--- src/rtl/uart_tx_byte_buffer.sv ---
// Byte FIFO between the DMA I/O controller and the UART transmitter.
// Bytes strobed in by the DMA are stored. While the send level is high they
// are handed to the UART one at a time with a start/done pulse handshake.
// One done pulse per transmitted byte goes back to the DMA, and a timeout
// abandons a byte the UART never acknowledges.
module uart_tx_byte_buffer #(
    parameter int unsigned SIZE_BIT = 5,
    parameter logic [15:0] TIMEOUT  = 16'd50000
) (
    input  logic                i_Clock,
    input  logic                i_Reset,
    input  logic [7:0]          i_Wr_Byte,
    input  logic                i_Wr_DV,
    input  logic                i_Tx_Send,
    output logic [7:0]          o_Tx_Byte,
    output logic                o_Tx_DV,
    input  logic                i_Tx_Active,
    input  logic                i_Tx_Done,
    output logic                o_Tx_Done,
    output logic                o_Tx_Err,
    output logic [SIZE_BIT:0]   o_Count,
    output logic                o_Full,
    output logic                o_Empty,
    output logic                o_Overflow
);

    localparam logic [SIZE_BIT-1:0] PTR_ONE   = SIZE_BIT'(1);
    localparam logic [SIZE_BIT:0]   CNT_ONE   = (SIZE_BIT + 1)'(1);
    localparam logic [SIZE_BIT:0]   DEPTH_CNT = (SIZE_BIT + 1)'(2 ** SIZE_BIT);

    typedef enum logic [1:0] {
        IDLE,
        START,
        WAIT_DONE
    } state_t;

    logic [7:0]          mem [2 ** SIZE_BIT];

    state_t              state_q,    state_d;
    logic [SIZE_BIT-1:0] wr_ptr_q,   wr_ptr_d;
    logic [SIZE_BIT-1:0] rd_ptr_q,   rd_ptr_d;
    logic [SIZE_BIT:0]   count_q,    count_d;
    logic [15:0]         timer_q,    timer_d;
    logic [7:0]          tx_byte_q,  tx_byte_d;
    logic                tx_done_q,  tx_done_d;
    logic                tx_err_q,   tx_err_d;
    logic                overflow_q, overflow_d;

    logic                push;
    logic                pop;
    logic                full;
    logic                empty;

    assign full  = (count_q == DEPTH_CNT);
    assign empty = (count_q == '0);

    // Next-state logic: FIFO write side, drain FSM and occupancy count.
    always_comb begin
        // NOTE: every signal gets a default before any branch, so no path
        // leaves a value unassigned and no latch is inferred.
        state_d    = state_q;
        wr_ptr_d   = wr_ptr_q;
        rd_ptr_d   = rd_ptr_q;
        count_d    = count_q;
        timer_d    = timer_q;
        tx_byte_d  = tx_byte_q;
        tx_done_d  = 1'b0;
        tx_err_d   = 1'b0;
        overflow_d = overflow_q;
        push       = 1'b0;
        pop        = 1'b0;

        // Full is judged on the pre-edge count, so a write at full is lost
        // even when a pop happens in the same cycle.
        if (i_Wr_DV) begin
            if (full) begin
                overflow_d = 1'b1;
            end else begin
                push     = 1'b1;
                wr_ptr_d = wr_ptr_q + PTR_ONE;
            end
        end

        case (state_q)
            IDLE: begin
                if (i_Tx_Send && !empty && !i_Tx_Active) begin
                    pop       = 1'b1;
                    tx_byte_d = mem[rd_ptr_q];
                    rd_ptr_d  = rd_ptr_q + PTR_ONE;
                    state_d   = START;
                end
            end
            START: begin
                timer_d = '0;
                state_d = WAIT_DONE;
            end
            WAIT_DONE: begin
                if (i_Tx_Done) begin
                    tx_done_d = 1'b1;
                    state_d   = IDLE;
                end else if (timer_q == TIMEOUT - 16'd1) begin
                    tx_err_d = 1'b1;
                    state_d  = IDLE;
                end else begin
                    timer_d = timer_q + 16'd1;
                end
            end
            default: state_d = IDLE;
        endcase

        case ({push, pop})
            2'b10:   count_d = count_q + CNT_ONE;
            2'b01:   count_d = count_q - CNT_ONE;
            default: count_d = count_q;
        endcase
    end

    // State and control registers with synchronous active-low reset.
    always_ff @(posedge i_Clock) begin
        // NOTE: sequential state uses non-blocking assignments so every
        // register samples pre-edge values, independent of statement order.
        if (!i_Reset) begin
            state_q    <= IDLE;
            wr_ptr_q   <= '0;
            rd_ptr_q   <= '0;
            count_q    <= '0;
            timer_q    <= '0;
            tx_byte_q  <= 8'h00;
            tx_done_q  <= 1'b0;
            tx_err_q   <= 1'b0;
            overflow_q <= 1'b0;
        end else begin
            state_q    <= state_d;
            wr_ptr_q   <= wr_ptr_d;
            rd_ptr_q   <= rd_ptr_d;
            count_q    <= count_d;
            timer_q    <= timer_d;
            tx_byte_q  <= tx_byte_d;
            tx_done_q  <= tx_done_d;
            tx_err_q   <= tx_err_d;
            overflow_q <= overflow_d;
        end
    end

    // Byte storage.
    always_ff @(posedge i_Clock) begin
        // NOTE: the array is deliberately not reset; the pointers and count
        // define which entries are valid, so stale data is never read.
        if (push) begin
            mem[wr_ptr_q] <= i_Wr_Byte;
        end
    end

    assign o_Tx_Byte  = tx_byte_q;
    assign o_Tx_DV    = (state_q == START);
    assign o_Tx_Done  = tx_done_q;
    assign o_Tx_Err   = tx_err_q;
    assign o_Count    = count_q;
    assign o_Full     = full;
    assign o_Empty    = empty;
    assign o_Overflow = overflow_q;

endmodule

--- config.mk ---
export PLATFORM = sky130hd
export DESIGN_NAME = uart_tx_byte_buffer
export DESIGN_NICKNAME = d
export VERILOG_FILES = /design/src/rtl/uart_tx_byte_buffer.sv
export SDC_FILE = /design/constraint.sdc
export NUM_CORES = 1
export LEC_CHECK = 0
export CAP_MARGIN = 30
export CORE_UTILIZATION = 60
export DETAILED_ROUTE_END_ITERATION = 10
export PLACE_DENSITY = 0.78
export SLEW_MARGIN = 0
export SYNTH_ARGS = -nofsm -noshare
export SYNTH_HDL_FRONTEND = slang
export SYNTH_SLANG_ARGS = --single-unit
export TNS_END_PERCENT = 30
--- constraint.sdc ---
create_clock -name i_Clock -period 3.4 [get_ports i_Clock]
set_input_delay 0.68 -clock i_Clock [delete_from_list [all_inputs] [get_ports i_Clock]]
set_output_delay 0.68 -clock i_Clock [all_outputs]
set_load 0.01 [all_outputs]
==> summary.md, run 1 <==
| Metric | Value |
|---|---|
| Prevailing post-synth register cell | `edfxtp_1` |
| Leakage power | `4.56 nW` |
| Share of synthesized registers carrying an async set or reset | `0` |
| Endpoint of the most critical register-to-register path | `o_Count[4]$_SDFFE_PN0P_` |
| Violation count after the first detailed-routing iteration | `803` |
| Number of primary I/O pins | `34` |
| Startpoint of the worst register-to-register path | `o_Count[0]$_SDFFE_PN0P_` |
| Area Overhead vs Synth | `16.1%` |
| Placed wire-length estimate | `16000 µm` |
| Via count of the first global-routing pass | `6820` |
| First drt pass iteration count | `5` |
| Placement-stage cell area | `0.0131 mm²` |
| Horiz. Die Dim | `144 µm` |
| Worst slack, placed | `0.258 ns` |
| Hold path startpoint | `o_Tx_Byte[1]$_SDFFE_PN0P_` |
| Total wirelength of the detailed-routed design | `25500 µm` |
| Slowest cell on the critical path | `clkdlybuf4s50_1` |
| Aggregate global-route resource usage | `0.258` |
| Number of post-CTS setup repair buffers | `0` |
| Worst Max-Slew Pin Slew | `0.882 ns` |
| Maximum ir drop on the vdd rail | `0.000619 V` |
| Worst Path Max Fanout | `5` |
| Proportion of synthesized chip area in sequential cells | `0.706` |
| Residual DRC | `0` |
| Worst relative slew slack | `0.410` |
| Post-synthesis instance area | `0.0122 mm²` |
| First-pass GRT wire length | `39000 µm` |
| Register area | `0.00859 mm²` |
| Row Count | `51` |
| CTS resizes | `0` |
| Slack of the critical path | `0.404 ns` |
| Average routed wire per standard cell | `23.5 µm` |
| Warning count from the yosys run | `0` |
| Nature of the critical path endpoint | `output pin` |
| Kind of critical path | `reg2out` |
| Overall die height | `144 µm` |
| TritonCTS Buffers | `30` |
| Number of enable-type register cells in the synthesized netlist | `256` |
| Buffer depth of the longest clock path | `3` |
| Util after Layout | `0.719` |
| Clock Root Buffer | `clkbuf_16` |
| Aggregate global routing overflow | `0` |
| Number of antenna violations at the first check in global routing | `0` |
| Combined area of the multi-input logic cells | `0.00335 mm²` |
| Slew Limit Fails | `0` |
| Die Area | `0.0208 mm²` |
| Ordered cell list for the critical path | `or4_4 > nor3_1 > clkdlybuf4s50_1` |
| Outcome | `finished, final reports clean` |
| CTS tree | `done` |
| Maximum achievable frequency | `334 MHz` |
| Ratio of cells with drive above 1 in the final layout | `0.195` |
| Port bufs | `33` |
| Number of storage elements in the synthesis netlist | `301` |
| Cell class contributing the biggest share of worst-path delay | `simple AND/OR/NAND/NOR gates` |
| Worst Skew | `0.0123 ns` |
| CP max stage delay | `0.60 ns` |
| Setup repair after global routing missed its margin | `false` |
| Type of origin of the critical path | `flop` |
| Net count of the mapped netlist | `748` |
| Syn_area_per_cell | `16.9 µm²` |
| Number of clock sinks seen by CTS | `301` |
| # nets final | `827` |
| Core footprint | `0.0197 mm²` |
| Pin count of the biggest net entering global routing | `37` |
| Hold violation count in the final report | `0` |
| Max-cap violations | `0` |
| Worst setup endpoint | `o_Empty` |
| Setup violators final | `0` |
| Final GP Congestion | `0.856` |
| Number of levels in the clock H-tree | `1` |
| Antenna diodes | `0` |
| Fill cells | `1229` |
| Register-to-Register Setup Slack | `0.50 ns` |
| Logic depth of the worst register-to-register path | `9` |
| Number of distinct library cells after synthesis | `63` |
| PD cells | `631 mW/mm²` |
| Clock input transition at the sequential cells of the worst setup and hold paths | `0.07 ns` |
| Final instance area | `0.0141 mm²` |
| Data required, critical path | `2.72 ns` |
| Startpoint of the worst setup timing path | `o_Count[0]$_SDFFE_PN0P_` |
| Initial core utilization | `0.619` |
| Tmin final | `3.00 ns` |
| Detailed-route vias per instance | `6.23` |
| Cell count along the critical path | `3` |
| Via count of the routed design | `6771` |
| CP Buf/Inv Count | `1` |
| Total negative slack | `0 ns` |
| Cts hold-fix bufs | `0` |
| Tcrit/Tclk final | `0.881` |
| Arrival time reported for the critical path endpoint | `2.32 ns` |
| Synth Instances | `718` |
| Path class of the lowest-slack min-delay path | `reg2reg` |
| ANT nets after route | `0` |
| Clock network latency to the later pin of the worst-skew pair | `0.55 ns` |
==> report_power, final <==
group	total [W]	internal (W)	leakage, nW	switching [W]
clock network	0.00348	0.00212	0.510	0.00137
logic	0.00121	0.000607	1.38	0.000604
registers	0.00422	0.00409	2.67	0.000130
==> synth_stat cells (all sizes together), types with 3 or more instances <==
library cell	count	share of area
mux2i	39	0.032
buf	21	0.011
inv	11	0.0034
o21ai	12	0.0049
a22o	7	0.0050
dfxtp	45	0.074
ha	15	0.015
nor2b	10	0.0051
nor2	55	0.017
nand3	5	0.0021
clkbuf	16	0.0049
xor2	5	0.0036
and2	11	0.0057
nand3b	3	0.0019
a21oi	5	0.0021
o21a	3	0.0019
nor3	6	0.0025
o221ai	8	0.0058
a22oi	9	0.0056
edfxtp	256	0.63
xnor2	17	0.012
o22ai	8	0.0041
a211o	7	0.0050
nand4	9	0.0046
mux4	49	0.091
nand2	32	0.010
a211oi	18	0.011
==> flip-flops by register name, indices dropped and copies added, names as in the netlist <==
| signal | flops |
|---|---|
| mem | 256 |
| timer_q | 16 |
| o_Tx_Byte | 8 |
| o_Count | 6 |
| rd_ptr_q | 5 |
| wr_ptr_q | 5 |
| state_q | 2 |
| o_Overflow | 1 |
| o_Tx_Done | 1 |
| o_Tx_Err | 1 |
==> placed cells by master (no fill, tap or decap), types with 3 or more instances in the layout <==
| cell type | synthesis | layout |
|---|---|---|
| and2_1 | 11 | 11 |
| a22o_1 | 7 | 7 |
| dfxtp_1 | 45 | 43 |
| clkbuf_16 | 0 | 31 |
| mux4_2 | 49 | 49 |
| clkdlybuf4s50_1 | 0 | 33 |
| nand3_1 | 5 | 5 |
| buf_4 | 7 | 49 |
| edfxtp_1 | 256 | 256 |
| ha_1 | 15 | 15 |
| o22ai_1 | 8 | 8 |
| inv_1 | 11 | 11 |
| o21a_1 | 3 | 3 |
| nor2_1 | 55 | 55 |
| nor3_1 | 6 | 6 |
| clkinvlp_4 | 0 | 4 |
| a211oi_1 | 18 | 18 |
| o221ai_1 | 8 | 8 |
| a21oi_1 | 5 | 5 |
| nand4_1 | 9 | 9 |
| a22oi_1 | 9 | 9 |
| clkinv_2 | 0 | 5 |
| bufinv_16 | 0 | 5 |
| nor2b_1 | 10 | 10 |
| mux2i_1 | 39 | 39 |
| clkbuf_8 | 0 | 3 |
| a211o_1 | 7 | 7 |
| nand3b_1 | 3 | 3 |
| xor2_1 | 5 | 5 |
| o21ai_0 | 11 | 11 |
| xnor2_1 | 17 | 17 |
| nand2_1 | 31 | 31 |
| clkbuf_1 | 16 | 6 |
==> worst min-delay path, stage by stage, from the launching register on <==
cell,delay [ns]
dfxtp_1,0.31
nand2_1,0.05
o21ai_0,0.06
==> cell type report <==
type | count | area share
Timing Repair Buffer | 84 | 0.0528
Clock buffer | 40 | 0.0594
Multi-Input combinational cell | 369 | 0.237
Clock inverter | 16 | 0.0159
Inverter | 11 | 0.00292
Tap cell | 265 | 0.0235
Sequential cell | 301 | 0.608
==> metrics by stage <==
step                std cells  hold slack [ns]  power [W]
floorplan                 718            0.480    0.00509
global placement         1029            0.457    0.00546
detailed placement       1030            0.456    0.00551
CTS                      1086            0.468    0.00894
global route             1086            0.501    0.00918
finish                   1086            0.466    0.00892
==> per-layer routing <==
layer	wire length [µm]	GRT usage	vias up
met5	0	0	-
met4	604	0.0803	0
li1	-	-	2996
met2	12800	0.432	265
met1	10300	0.348	3467
met3	1770	0.0450	43
==> logic make-up (layout without fill, tap and decap cells) <==
logic type | Yosys count | after routing | share of synthesized area
AOI/OAI and AO/OA | 94 | 94 | 0.0577
xor gates and xnor gates | 22 | 22 | 0.0158
adders and majority gates | 16 | 16 | 0.0171
buffers and inverters | 48 | 151 | 0.0190
DFF | 301 | 301 | 0.706
muxes | 90 | 90 | 0.125
and+or+nand+nor | 147 | 147 | 0.0598
==> how the worst min path moves through the flow <==
stage	end	slack (ns)	depth (start not counted)
6_report	o_Tx_Byte[1]$_SDFFE_PN0P_	0.47	2
5_1_grt	o_Tx_Byte[4]$_SDFFE_PN0P_	0.50	2
4_1_cts	o_Tx_Byte[1]$_SDFFE_PN0P_	0.47	2
3_5_place_dp	o_Tx_Byte[1]$_SDFFE_PN0P_	0.46	2
3_3_place_gp	o_Tx_Byte[6]$_SDFFE_PN0P_	0.46	2
2_1_floorplan	o_Tx_Byte[0]$_SDFFE_PN0P_	0.48	2
Power figures use the tool's default switching activity.
==> inputs of run 2 (changes only) <==
--- a/config.mk
+++ b/config.mk
@@ -6,9 +6,9 @@
 export NUM_CORES = 1
 export LEC_CHECK = 0
 export CAP_MARGIN = 30
-export CORE_UTILIZATION = 60
+export CORE_UTILIZATION = 53
 export DETAILED_ROUTE_END_ITERATION = 10
-export PLACE_DENSITY = 0.78
+export PLACE_DENSITY = 0.7
 export SLEW_MARGIN = 0
 export SYNTH_ARGS = -nofsm -noshare
 export SYNTH_HDL_FRONTEND = slang
==> summary.md, run 2 (synthesis results as in run 1) <==
| Metric | Value |
|---|---|
| Max-cap violations | `0 (unchanged)` |
| First drt pass iteration count | `5 (unchanged)` |
| Arrival time reported for the critical path endpoint | `2.31 ns (was 2.32 ns)` |
| ANT nets after route | `0 (unchanged)` |
| Startpoint of the worst setup timing path | `o_Count[0]$_SDFFE_PN0P_ (unchanged)` |
| Type of origin of the critical path | `flop (unchanged)` |
| Commonest non-fill, non-tap cell in the layout | `edfxtp_1 (unchanged)` |
| Core footprint | `0.0226 mm² (was 0.0197 mm²)` |
| Horiz. Die Dim | `154 µm (was 144 µm)` |
| PD cells | `619 mW/mm² (was 631 mW/mm²)` |
| Pin count of the biggest net entering global routing | `33 (was 37)` |
| Slew Limit Fails | `0 (unchanged)` |
| Clock network latency to the later pin of the worst-skew pair | `0.56 ns (was 0.55 ns)` |
| Outcome | `finished, final reports clean (unchanged)` |
| Worst relative slew slack | `0.485 (was 0.410)` |
| Worst Max-Slew Pin Slew | `0.772 ns (was 0.882 ns)` |
| Logic depth of the worst register-to-register path | `9 (unchanged)` |
| Clock Root Buffer | `clkbuf_16 (unchanged)` |
| Path class of the lowest-slack min-delay path | `reg2reg (unchanged)` |
| Via count of the first global-routing pass | `6830 (was 6820)` |
| Number of primary I/O pins | `34 (unchanged)` |
| Aggregate global routing overflow | `0 (unchanged)` |
| Placed wire-length estimate | `16000 µm (about the same)` |
| PnR Total Power | `0.00872 W (was 0.00892 W)` |
| Buffer depth of the longest clock path | `3 (unchanged)` |
| Number of clock sinks seen by CTS | `301 (unchanged)` |
| Worst Path Max Fanout | `5 (unchanged)` |
| Endpoint of the most critical register-to-register path | `o_Count[4]$_SDFFE_PN0P_ (unchanged)` |
| End point of the worst hold path | `o_Tx_Byte[4]$_SDFFE_PN0P_ (was o_Tx_Byte[1]$_SDFFE_PN0P_)` |
| Nature of the critical path endpoint | `output pin (unchanged)` |
| Aggregate global-route resource usage | `0.218 (was 0.258)` |
| # nets final | `832 (was 827)` |
| Detailed-route vias per instance | `5.94 (was 6.23)` |
| Setup repair after global routing missed its margin | `false (unchanged)` |
| Number of levels in the clock H-tree | `1 (unchanged)` |
| Hold violation count in the final report | `0 (unchanged)` |
| Data required, critical path | `2.72 ns (about the same)` |
| CTS tree | `done (unchanged)` |
| Kind of critical path | `reg2out (unchanged)` |
| Post-route non-filler standard cell count | `1111 (was 1086)` |
| Violation count after the first detailed-routing iteration | `623 (was 803)` |
| Final GP Congestion | `0.852 (was 0.856)` |
| Row Count | `55 (was 51)` |
| Via count of the routed design | `6601 (was 6771)` |
| Total wirelength of the detailed-routed design | `24900 µm (was 25500 µm)` |
| Residual DRC | `0 (unchanged)` |
| Number of flip-flops in the largest register | `256 (unchanged)` |
| Initial core utilization | `0.539 (was 0.619)` |
| Hold path startpoint | `o_Tx_Byte[4]$_SDFFE_PN0P_ (was o_Tx_Byte[1]$_SDFFE_PN0P_)` |
| Worst hold path cell count | `2 (unchanged)` |
| Maximum ir drop on the vdd rail | `0.000421 V (was 0.000619 V)` |
| Register-to-Register Setup Slack | `0.47 ns (was 0.50 ns)` |
| Top register by number of flip-flops | `mem (unchanged)` |
| Tmin final | `2.99 ns (was 3.00 ns)` |
| Setup violators final | `0 (unchanged)` |
| First-pass GRT wire length | `39100 µm (was 39000 µm)` |
| Overall die height | `154 µm (was 144 µm)` |
| TritonCTS Buffers | `31 (was 30)` |
| Cell count after placement | `1054 (was 1030)` |
| Ratio of cells with drive above 1 in the final layout | `0.197 (was 0.195)` |
| Port bufs | `33 (unchanged)` |
| Average routed wire per standard cell | `22.4 µm (was 23.5 µm)` |
| Number of post-CTS setup repair buffers | `0 (unchanged)` |
| Cts hold-fix bufs | `0 (unchanged)` |
| Tcrit/Tclk final | `0.880 (was 0.881)` |
| Die Area | `0.0236 mm² (was 0.0208 mm²)` |
| Clock input transition at the sequential cells of the worst setup and hold paths | `0.06 ns (was 0.07 ns)` |
| Leading cell types in the layout, fill and taps excluded | `256 x edfxtp_1, 55 x nor2_1, 55 x buf_4, 49 x mux4_2, 43 x dfxtp_1 (was 256 x edfxtp_1, 55 x nor2_1, 49 x mux4_2, 49 x buf_4, 43 x dfxtp_1)` |
| Number of antenna violations at the first check in global routing | `0 (unchanged)` |
| CTS resizes | `0 (unchanged)` |
| Antenna diodes | `0 (unchanged)` |
| Total negative slack | `0 ns (unchanged)` |
| Startpoint of the worst register-to-register path | `o_Count[0]$_SDFFE_PN0P_ (unchanged)` |
| Worst Skew | `0.0147 ns (was 0.0123 ns)` |
| Area Overhead vs Synth | `15.7% (was 16.1%)` |
| Leakage power | `4.55 nW (was 4.56 nW)` |
| Maximum achievable frequency | `334 MHz (about the same)` |
-- run 2: report_power, final --
| group | internal (W) | switching [W] | total (W) | leakage, nW |
|---|---|---|---|---|
| combinational | 0.000604 | 0.000611 | 0.00121 | 1.39 |
| sequential | 0.00409 | 0.000116 | 0.00421 | 2.67 |
| clock | 0.00194 | 0.00135 | 0.00329 | 0.491 |
-- run 2: cell type report --
cell class / count / area (µm²)
tap: 285 / 357
clock buffer: 39 / 826
inverter: 11 / 41.3
sequential: 301 / 8590
fill: 1583 / 8490
multi-input combinational: 369 / 3350
timing repair buffer: 88 / 743
clock inverter: 18 / 174
-- run 2: stage by stage --
stage,hold slack [ns],utilization,cell area (µm²),setup WS (ns)
2_1_floorplan,0.480,-,12200,0.445
3_3_place_gp,0.455,0.579,13100,0.425
3_5_place_dp,0.458,0.579,13100,0.311
4_1_cts,0.465,0.624,14100,0.387
5_1_grt,0.479,0.624,14100,0.308
6_report,0.465,0.624,14100,0.407
-- run 2: metal layers --
layer | up-vias | global-route usage | wire (µm)
met2 | 204 | 0.362 | 12400
met1 | 3360 | 0.308 | 10700
met3 | 36 | 0.0302 | 1290
met4 | 0 | 0.0538 | 547
met5 | - | 0 | 0
li1 | 3001 | - | -
-- run 2: worst max-delay path: stages (launching register included) --
cell and delay, ns:
dfxtp_1 0.36, or4_4 0.59, nor3_1 0.23, clkdlybuf4s50_1 0.58
-- run 2: worst max-delay path by stage --
stage | end | slack, ns | cells past startpoint
6_report | o_Full | 0.41 | 3
5_1_grt | o_Count[4]$_SDFFE_PN0P_ | 0.31 | 9
4_1_cts | o_Full | 0.39 | 3
3_5_place_dp | o_Count[3]$_SDFFE_PN0P_ | 0.31 | 10
3_3_place_gp | o_Count[5]$_SDFFE_PN0P_ | 0.43 | 10
2_1_floorplan | o_Count[4]$_SDFFE_PN0P_ | 0.45 | 10
==> inputs of run 3 (changes only) <==
--- a/config.mk
+++ b/config.mk
@@ -8,6 +8,7 @@
 export CAP_MARGIN = 30
 export CORE_UTILIZATION = 53
 export DETAILED_ROUTE_END_ITERATION = 10
+export GPL_TIMING_DRIVEN = 0
 export PLACE_DENSITY = 0.7
 export SLEW_MARGIN = 0
 export SYNTH_ARGS = -nofsm -noshare
==> summary.md, run 3 (synthesis results as in run 1) <==
| Metric | Value |
|---|---|
| Net switching power figure | `0.00213 W (was 0.00208 W)` |
| Overall die height | `154 µm (unchanged)` |
| Placement-stage cell area | `0.0130 mm² (was 0.0131 mm²)` |
| Worst Max-Slew Pin Slew | `1.02 ns (was 0.772 ns)` |
| Tmin final | `3.23 ns (was 2.99 ns)` |
| # nets final | `819 (was 832)` |
| Detailed-route vias per instance | `6.10 (was 5.94)` |
| Residual DRC | `0 (unchanged)` |
| Type of origin of the critical path | `flop (unchanged)` |
| Net Sw Frac | `0.241 (was 0.239)` |
| Hold path startpoint | `o_Tx_Byte[7]$_SDFFE_PN0P_ (was o_Tx_Byte[4]$_SDFFE_PN0P_)` |
| Area Overhead vs Synth | `15.2% (was 15.7%)` |
| Pin count of the biggest net entering global routing | `33 (unchanged)` |
| Via count of the routed design | `6703 (was 6601)` |
| Total negative slack | `0 ns (unchanged)` |
| Outcome | `finished, final reports clean (unchanged)` |
| Setup repair after global routing missed its margin | `false (unchanged)` |
| Initial core utilization | `0.539 (unchanged)` |
| End point of the worst hold path | `o_Tx_Byte[7]$_SDFFE_PN0P_ (was o_Tx_Byte[4]$_SDFFE_PN0P_)` |
| Final GP Congestion | `0.900 (was 0.852)` |
| ANT nets after route | `0 (unchanged)` |
| Fill cells | `1580 (was 1583)` |
| Power share of the combinational group | `0.151 (was 0.139)` |
| Ratio of cells with drive above 1 in the final layout | `0.162 (was 0.197)` |
| Nature of the critical path endpoint | `flop (was output pin)` |
| Number of levels in the clock H-tree | `1 (unchanged)` |
| Maximum ir drop on the vdd rail | `0.000448 V (was 0.000421 V)` |
| Final instance area | `0.0140 mm² (was 0.0141 mm²)` |
| Endpoint of the most critical register-to-register path | `o_Count[4]$_SDFFE_PN0P_ (unchanged)` |
| Leading cell types in the layout, fill and taps excluded | `256 x edfxtp_1, 55 x nor2_1, 49 x mux4_2, 45 x dfxtp_1, 39 x mux2i_1 (was 256 x edfxtp_1, 55 x nor2_1, 55 x buf_4, 49 x mux4_2, 43 x dfxtp_1)` |
| Worst Path Max Fanout | `10 (was 5)` |
| Logic depth of the worst register-to-register path | `10 (was 9)` |
| Via count of the first global-routing pass | `6697 (was 6830)` |
| Register-to-Register Setup Slack | `0.17 ns (was 0.47 ns)` |
| Aggregate global routing overflow | `0 (unchanged)` |
| Total wirelength of the detailed-routed design | `25900 µm (was 24900 µm)` |
| PnR Total Power | `0.00883 W (was 0.00872 W)` |
| Slew Limit Fails | `0 (unchanged)` |
| TritonCTS Buffers | `30 (was 31)` |
| Buffer depth of the longest clock path | `3 (unchanged)` |
| Path class of the lowest-slack min-delay path | `reg2reg (unchanged)` |
| PD cells | `630 mW/mm² (was 619 mW/mm²)` |
| Number of flip-flops in the largest register | `256 (unchanged)` |
| Startpoint of the worst register-to-register path | `o_Count[0]$_SDFFE_PN0P_ (unchanged)` |
| Worst Skew | `0.00886 ns (was 0.0147 ns)` |
| Kind of critical path | `reg2reg (was reg2out)` |
| Worst hold path cell count | `2 (unchanged)` |
| Row Count | `55 (unchanged)` |
| Leakage power | `4.44 nW (was 4.55 nW)` |
| Commonest non-fill, non-tap cell in the layout | `edfxtp_1 (unchanged)` |
| Placed wire-length estimate | `17800 µm (was 16000 µm)` |
| Max-cap violations | `0 (unchanged)` |
| Maximum achievable frequency | `310 MHz (was 334 MHz)` |
| CTS tree | `done (unchanged)` |
| Data required, critical path | `3.84 ns (was 2.72 ns)` |
| Horiz. Die Dim | `154 µm (unchanged)` |
| Clock input transition at the sequential cells of the worst setup and hold paths | `0.06 ns (about the same)` |
| Clock Power Share | `0.377 (was 0.378)` |
| Die Area | `0.0236 mm² (unchanged)` |
| Tcrit/Tclk final | `0.949 (was 0.880)` |
| Arrival time reported for the critical path endpoint | `3.67 ns (was 2.31 ns)` |
| Share of power burned in registers | `0.472 (was 0.483)` |
| Combined area of the multi-input logic cells | `0.00336 mm² (was 0.00335 mm²)` |
| Setup violators final | `0 (unchanged)` |
| Hold violation count in the final report | `0 (unchanged)` |
| First drt pass iteration count | `5 (unchanged)` |
| Violation count after the first detailed-routing iteration | `552 (was 623)` |
| Clock network latency to the later pin of the worst-skew pair | `0.54 ns (was 0.56 ns)` |
| Number of post-CTS setup repair buffers | `0 (unchanged)` |
| Clock Root Buffer | `clkbuf_16 (unchanged)` |
| Cell internal power dissipation | `0.00670 W (was 0.00664 W)` |
| Average routed wire per standard cell | `23.6 µm (was 22.4 µm)` |
| Register area | `0.00859 mm² (about the same)` |
| Port bufs | `32 (was 33)` |
| Top register by number of flip-flops | `mem (unchanged)` |
| Worst relative slew slack | `0.316 (was 0.485)` |
| Aggregate global-route resource usage | `0.225 (was 0.218)` |
| Number of antenna violations at the first check in global routing | `0 (unchanged)` |
| First-pass GRT wire length | `39500 µm (was 39100 µm)` |
| Hold_ws | `0.465 ns (about the same)` |
| Number of clock sinks seen by CTS | `301 (unchanged)` |
| Number of primary I/O pins | `34 (unchanged)` |
| Antenna diodes | `0 (unchanged)` |
| Core footprint | `0.0226 mm² (unchanged)` |
==> run 3: changes by cell type in the layout (fill, tap and decap cells not counted), sizes merged <==
cell	change
clkbuf	+16
inv	+1
clkinv	-3
buf	-27
clkinvlp	+1
clkdlybuf4s50	-1
==> run 3: power by group through the flow <==
| stage | sequential (W) | clock, W | combinational [W] |
|---|---|---|---|
| 2_1_floorplan | 0.00423 | 0 | 0.000858 |
| 3_3_place_gp | 0.00424 | 0 | 0.00125 |
| 3_5_place_dp | 0.00424 | 0 | 0.00132 |
| 4_1_cts | 0.00416 | 0.00337 | 0.00133 |
| 5_1_grt | 0.00417 | 0.00351 | 0.00143 |
| 6_report | 0.00416 | 0.00333 | 0.00133 |
==> run 3: stage by stage <==
step / cells / worst slack (ns) / utilization
finish: 1098 / 0.172 / 0.621
global route: 1098 / 0.0815 / 0.621
CTS: 1098 / 0.0717 / 0.620
detailed placement: 1042 / -0.297 / 0.575
global placement: 1035 / -0.146 / 0.569
floorplan: 718 / 0.445 / -
==> run 3: how the worst max path moves through the flow <==
stage                                    to  slack, ns                    start  cells after the start
floorplan           o_Count[4]$_SDFFE_PN0P_       0.45  o_Count[0]$_SDFFE_PN0P_                     10
finish              o_Count[4]$_SDFFE_PN0P_       0.17  o_Count[0]$_SDFFE_PN0P_                     10
detailed placement  o_Count[5]$_SDFFE_PN0P_      -0.30                i_Tx_Send                     11
CTS                 o_Count[5]$_SDFFE_PN0P_       0.07  o_Count[0]$_SDFFE_PN0P_                     10
global route        o_Count[5]$_SDFFE_PN0P_       0.08  o_Count[0]$_SDFFE_PN0P_                     10
global placement    o_Count[5]$_SDFFE_PN0P_      -0.15                i_Tx_Send                     11
==> run 3: cell type report <==
cell class,instances,area share
clock buffer,39,0.0603
inverter,11,0.00295
sequential,301,0.613
buffer,37,0.0136
tap,285,0.0254
clock inverter,17,0.0123
multi-input combinational,369,0.240
timing repair buffer,39,0.0330
==> run 3: what timing repair did <==
| item | CTS | global route |
|---|---|---|
| hold buffers | 0 | 0 |
| setup endpoints to repair | 0 | 3 |
| gates resized for setup | 0 | 2 |
==> run 3: per-layer routing <==
metal	track usage	wire length [µm]	up-vias
met5	0	0	-
met4	0.0595	544	0
met3	0.0389	1760	41
met2	0.369	12700	261
met1	0.315	10900	3417
li1	-	-	2984
==> run 3: worst max-delay path, cell delays in order (launching register included) <==
cell	delay [ns]
dfxtp_1	0.39
or4_4	0.60
o311a_4	0.38
buf_2	0.21
ha_1	0.31
fa_1	0.45
a21o_1	0.18
a21oi_1	0.18
xor2_1	0.18
o21ai_0	0.08
and2_1	0.17
